File: config.mk
export PLATFORM = sky130hd
export DESIGN_NAME = pulse_stretcher
export DESIGN_NICKNAME = d
export VERILOG_FILES = /design/src/rtl/pulse_pkg.sv /design/src/rtl/pulse_stretcher.sv
export SDC_FILE = /design/constraint.sdc
export NUM_CORES = 1
export LEC_CHECK = 0
export ABC_AREA = 1
export ABC_CLOCK_PERIOD_IN_PS = 3000
export CORE_MARGIN = 2
export CORE_UTILIZATION = 40
export CTS_CLUSTER_DIAMETER = 120
export DETAILED_ROUTE_END_ITERATION = 10
export PLACE_DENSITY = 0.66
export SETUP_SLACK_MARGIN = 0.3
export SLEW_MARGIN = 15
export SYNTH_ARGS = -nofsm -noshare
export SYNTH_HDL_FRONTEND = slang
export SYNTH_SLANG_ARGS = --single-unit
File: constraint.sdc
create_clock -name clk -period 3 [get_ports clk]
set_input_delay 0.3 -clock clk [delete_from_list [all_inputs] [get_ports clk]]
set_output_delay 0.3 -clock clk [all_outputs]
set_load 0.1 [all_outputs]
File: src/rtl/pulse_pkg.sv
// Shared types and helpers for the pulse stretcher.
package pulse_pkg;

  typedef enum logic [1:0] {
    StIdle   = 2'd0,
    StActive = 2'd1,
    StGap    = 2'd2
  } pulse_state_t;

  // A zero length request still produces a one-cycle pulse.
  function automatic int unsigned eff_len(input logic [31:0] len);
    if (len == '0) return 1;
    return len;
  endfunction

endpackage

File: src/rtl/pulse_stretcher.sv
// Stretches one-cycle ticks into pulses of programmable length with a minimum low gap.
// Optional macro PULSE_STRETCHER_RETRIGGER_EN: a tick while active extends the current pulse.
module pulse_stretcher
  import pulse_pkg::*;
#(
  parameter int unsigned LEN_W = 4,
  parameter int unsigned GAP   = 2
) (
  input  logic             clk,
  input  logic             rst,
  input  logic             tick,
  input  logic [LEN_W-1:0] len,
  output logic             sig,
  output logic             busy,
  output logic             overrun
);

  localparam int unsigned CNT_W = (LEN_W > $clog2(GAP)) ? LEN_W : $clog2(GAP);
  localparam logic [CNT_W-1:0] CntOne  = CNT_W'(1);
  localparam logic [CNT_W-1:0] GapLoad = CNT_W'(GAP - 1);

  if (GAP == 0) begin : g_gap_check
    $fatal(1, "pulse_stretcher: GAP must be at least 1");
  end

  pulse_state_t     state_q, state_d;
  logic [CNT_W-1:0] cnt_q, cnt_d;
  logic             pend_q, pend_d;
  logic [LEN_W-1:0] plen_q, plen_d;
  logic             sig_q, busy_q, overrun_q;
  logic             drop;

  logic [LEN_W-1:0] tick_len;
  logic [CNT_W-1:0] tick_load;
  logic [CNT_W-1:0] plen_load;

  assign tick_len  = LEN_W'(eff_len(32'(len)));
  assign tick_load = CNT_W'(tick_len) - CntOne;
  assign plen_load = CNT_W'(plen_q) - CntOne;

  always_comb begin
    state_d = state_q;
    cnt_d   = cnt_q;
    pend_d  = pend_q;
    plen_d  = plen_q;
    drop    = 1'b0;
    case (state_q)
      StIdle: begin
        if (tick) begin
          state_d = StActive;
          cnt_d   = tick_load;
        end
      end
      StActive: begin
        if (cnt_q == '0) begin
          state_d = StGap;
          cnt_d   = GapLoad;
        end else begin
          cnt_d = cnt_q - CntOne;
        end
`ifdef PULSE_STRETCHER_RETRIGGER_EN
        // Retrigger overrides the exit to GAP and leaves the queue alone.
        if (tick) begin
          state_d = StActive;
          cnt_d   = tick_load;
        end
`else
        if (tick) begin
          if (!pend_q) begin
            pend_d = 1'b1;
            plen_d = tick_len;
          end else begin
            drop = 1'b1;
          end
        end
`endif
      end
      StGap: begin
        if (cnt_q == '0) begin
          if (pend_q) begin
            // Pending entry starts; a coincident tick takes its place in the queue.
            state_d = StActive;
            cnt_d   = plen_load;
            pend_d  = tick;
            if (tick) plen_d = tick_len;
          end else if (tick) begin
            state_d = StActive;
            cnt_d   = tick_load;
          end else begin
            state_d = StIdle;
          end
        end else begin
          cnt_d = cnt_q - CntOne;
          if (tick) begin
            if (!pend_q) begin
              pend_d = 1'b1;
              plen_d = tick_len;
            end else begin
              drop = 1'b1;
            end
          end
        end
      end
      default: state_d = StIdle;
    endcase
  end

  always_ff @(posedge clk) begin
    if (rst) begin
      state_q   <= StIdle;
      cnt_q     <= '0;
      pend_q    <= 1'b0;
      plen_q    <= '0;
      sig_q     <= 1'b0;
      busy_q    <= 1'b0;
      overrun_q <= 1'b0;
    end else begin
      state_q   <= state_d;
      cnt_q     <= cnt_d;
      pend_q    <= pend_d;
      plen_q    <= plen_d;
      sig_q     <= (state_d == StActive);
      busy_q    <= (state_d != StIdle) || pend_d;
      overrun_q <= drop;
    end
  end

  assign sig     = sig_q;
  assign busy    = busy_q;
  assign overrun = overrun_q;

endmodule
# Yosys cells after proc, flatten, opt, wreduce, memory -nomap -nowiden
# Cells that the tools add are included.
# word_totals
word_cells,51
regBits,14
in_bits,7
output_inout_bits,3
# classes
addsub,3
eq_ne,5
n_reduce_logical,8
muxes,28
# op_table
op,n
$mux 4,10
$pmux 4 s3,1
$sub 4x1->4 const B,3
$mux 1,10
$logic_not 4->1,2
$pmux 4 s2,1
$mux 2,3
$ne 3x3->1 const B,2
$pmux 2 s3,1
$eq 2x1->1 const B,2
$pmux 1 s2,2
$reduce_bool 2->1,2
$reduce_and 3->1,1
$reduce_bool 3->1,1
$eq 2x2->1 const B,1
$logic_not 2->1,1
$logic_or 1x1->1,1

# Logic depth before layout (Yosys ltp)
# depth
ltp_word,8
depth_mapped,11
mapped_depth_nobuf,11

# Worst setup path before layout
# No wires, ideal clock.
# synth_path
path_type,register to register
start,register state_q[0]
end,register cnt_q[2]
n_path_buf,0
slack_ns,1.583
stages_incl_launch_ff,11
period_less_slack_ns,1.417
t_required_ns,2.884
setup_time_ns,0.116
arrival_ns,1.301
cell_sequence,dfxtp_1 inv_1 ha_1 nor2_4 o21ai_0 o21ai_0 inv_1 nand2_1 nand2_1 nand2_1 a21oi_1
# synth_via
elab_chain_cells,2
word_cells_on_any_way,5
classes_between,2 x eq/ne; 1 x mux; 2 x reduce/logical
# synth_lines
element,line,rtl
start: declaration,pulse_stretcher.sv:26,"pulse_state_t state_q, state_d;"
start signal: assignment,pulse_stretcher.sv:110,state_q <= StIdle;
start signal: assignment,pulse_stretcher.sv:118,state_q <= state_d;
"$eq 2x2->1, or another cell as far along",pulse_stretcher.sv:47,case (state_q)
$pmux 4 s3 or $reduce_bool 3->1 (tied branches),--,
end signal: assignment,pulse_stretcher.sv:119,cnt_q <= cnt_d;
end: declaration,pulse_stretcher.sv:27,"logic [CNT_W-1:0] cnt_q, cnt_d;"
# Parallel ways exist; a longest one is shown, timed or not.
# A chain may end at the register's enable or synchronous reset.

# Worst setup path after layout
# layout_path
start,register busy_q (netlist: busy)
end,output port busy
# layout_lines
element,line,rtl
start: declaration,pulse_stretcher.sv:30,"logic sig_q, busy_q, overrun_q;"
start signal: assignment,pulse_stretcher.sv:123,busy_q <= (state_d != StIdle) || pend_d;
end: declaration,pulse_stretcher.sv:14,"output logic busy,"
# No word-level cell between the ends.

==> out/results.tsv <==
metric	value	unit
drc violations	0	
nets@finish	186	
critical path launch point type	register	
worst rel slew slack	34.9	%
FP Rows	18	
fin crit period	2040	ps
DRT Wirelength	2290	um
Initial Util	42.1	%
max-slew violation count	0	
register area share after synthesis	27.1	%
Die W	54.8	um
crit share post-route	67.9	%
vias in the first global route	895	
worst path cell trace	clkdlybuf4s50_1	
Setup crit end kind	primary output	
final hold violations	0	
I/O pins	10	
Final Non-Filler Cells	200	
setup_tns	0	ps
EDFF count, synth	0	
fmax	0.491	GHz
# diodes	0	
Root Driver	clkbuf_4	
CTS tree	built	
Die Height	54.8	um
clock buffer depth	2	
Ys Warns	0	
largest net degree at the start of global routing	14	
pwr dens	1130	nW/um^2
P_leak	0.000569	uW
WL/cell	11.5	um
DP Wirelength	1820	um
Post-synth ARST share	0	%
RSZ-0062 raised after global routing	false	
worst-path fanout max	1	
VDD IR max	740	uV
CP max stage delay	1130	ps
area of the die	3010	um^2
Post-Syn Area	1030	um^2
GR Util All Layers	17.5	%
Initial DRT Pass Iterations	4	
share of the synthesized area in the top cell type	27.1	%
layout cell share with drive strength beyond 1	8.24	%
CP max stage cell	clkdlybuf4s50_1	
most frequent cell after synthesis	nand2_1	
CTS clk-pin slew, worst paths	80	ps
CTS Hold Buffers Added	0	
FF+latch count, synth	14	
Worst EP arrival	1740	ps
Least-Margin Pin Slew	974	ps
Iteration-0 DRC Markers	21	
Top FF cell, synth	dfxtp_1	
first-pass GRT wire length	3700	um
buffers added on ports	9	
Syn Area/Cell	6.50	um^2
CTS resizes	0	
post-CTS setup buffer count	0	
Overflow after GRT	0	
H-tree depth	1	
Num CTS Buffers	3	
final worst clock skew	7.75	ps
placed cells	196	
commonest cells in the netlist	35 x nand2_1, 28 x inv_1, 18 x nor2_1	
top cell type by total area after synthesis	dfxtp_1	
later-pin clock latency in the skew report	290	ps
P&R area growth vs syn	14.4	%
Req. time, crit path	2700	ps
Layout Utilization	48.2	%
via count	1022	
vias per inst	5.11	
Synth cell types	21	
Final ANT Viol Nets	0	
CP Class	register to primary output	
crit-path leading delay family	buffers and inverters	
Fill cells	256	
core area	2450	um^2
CTS sink count	14	
antenna violations before repair	0	
Syn Nets	174	
Setup violations, final	0	
cell count after synthesis	159	
ranking of synthesized cells by area	dfxtp_1 27%, nand2_1 13%, inv_1 10%	
Hold Path Class	register to register	
GP Congestion	0.884	
Max Cap Viol	0	
CP bufs+invs	1	
outcome	finished clean	
==> through the flow <==
stage / setup WS (ps) / hold slack [ps] / cell area [um^2] / power, uW
after CTS: 945 / 540 / 1180 / 1340
after global placement: 1080 / 513 / 1150 / 1190
after global routing: 917 / 584 / 1180 / 1460
after floorplan: 1580 / 369 / 1030 / 1030
final: 963 / 545 / 1180 / 1340
after detailed placement: 1000 / 529 / 1150 / 1200
==> routing by layer <==
metal  vias to the layer above  global-route usage [%]  share of wire (%)
met4                         0                    11.3                2.6
met1                       465                    21.4                 50
met5                         -                       0                  0
li1                        525                       -                  -
met3                         7                    3.28                4.5
met2                        25                    27.8                 43
==> final timing paths <==
path,to,start,depth (start not counted),slack (ps)
setup / recovery,busy,busy,1,960
hold / removal,plen_q[0],plen_q[0],2,550
setup reg to reg,cnt_q[2],state_q[0],10,1380
hold reg to reg,plen_q[0],plen_q[0],2,550
==> worst reg2reg max path, stage by stage, from the launching register on <==
cell and delay [ps]:
dfxtp_1 430, inv_1 90, ha_1 290, nor2_4 210
o21ai_0 110, o21ai_0 80, inv_1 60, nand2_1 60
nand2_1 60, nand2_1 70, a21oi_1 60
==> area by class of cell <==
| class | instances | area, um^2 | area share (%) |
|---|---|---|---|
| multi-input cells | 114 | 629 | 53.2 |
| repair buffers | 9 | 90.1 | 7.62 |
| inverters | 29 | 109 | 9.21 |
| well taps | 30 | 37.5 | 3.17 |
| clock buffers | 4 | 36.3 | 3.07 |
| flip-flops and latches | 14 | 280 | 23.7 |
==> cell usage in the layout, fill, tap and decap left out, types with 2 or more instances in the layout <==
| master | instances |
|---|---|
| nor2_4 | 3 |
| nand4_1 | 2 |
| o21ai_0 | 8 |
| clkbuf_4 | 3 |
| ha_1 | 8 |
| nand3_1 | 14 |
| nand2_1 | 35 |
| nor2_1 | 18 |
| clkdlybuf4s50_1 | 9 |
| dfxtp_1 | 14 |
| inv_1 | 28 |
| a21oi_1 | 16 |
| o21ai_1 | 2 |
==> sequential cells by signal (all words and copies together) (netlist names) <==
| name | flops |
|---|---|
| cnt_q | 4 |
| plen_q | 4 |
| state_q | 2 |
| busy | 1 |
| overrun | 1 |
| pend_q | 1 |
| sig | 1 |
==> report_power, final <==
part	leakage, uW	switching (uW)	total [uW]	internal [uW]
Combinational	0.000433	563	860	298
Sequential	0.000115	77.5	339	262
Clock	0.0000210	67.1	141	74.0
Total	0.000569	707	1340	633
==> cells by family (layout without fill, tap and decap cells) <==
logic type | count (synthesis) | in the layout | share of synthesized area [%]
compound gates | 29 | 29 | 16.1
fa+ha+maj | 8 | 8 | 9.69
buf+inv | 31 | 42 | 12.0
flops | 14 | 14 | 27.1
simple gates | 77 | 77 | 35.1
Power figures use the tool's default switching activity.
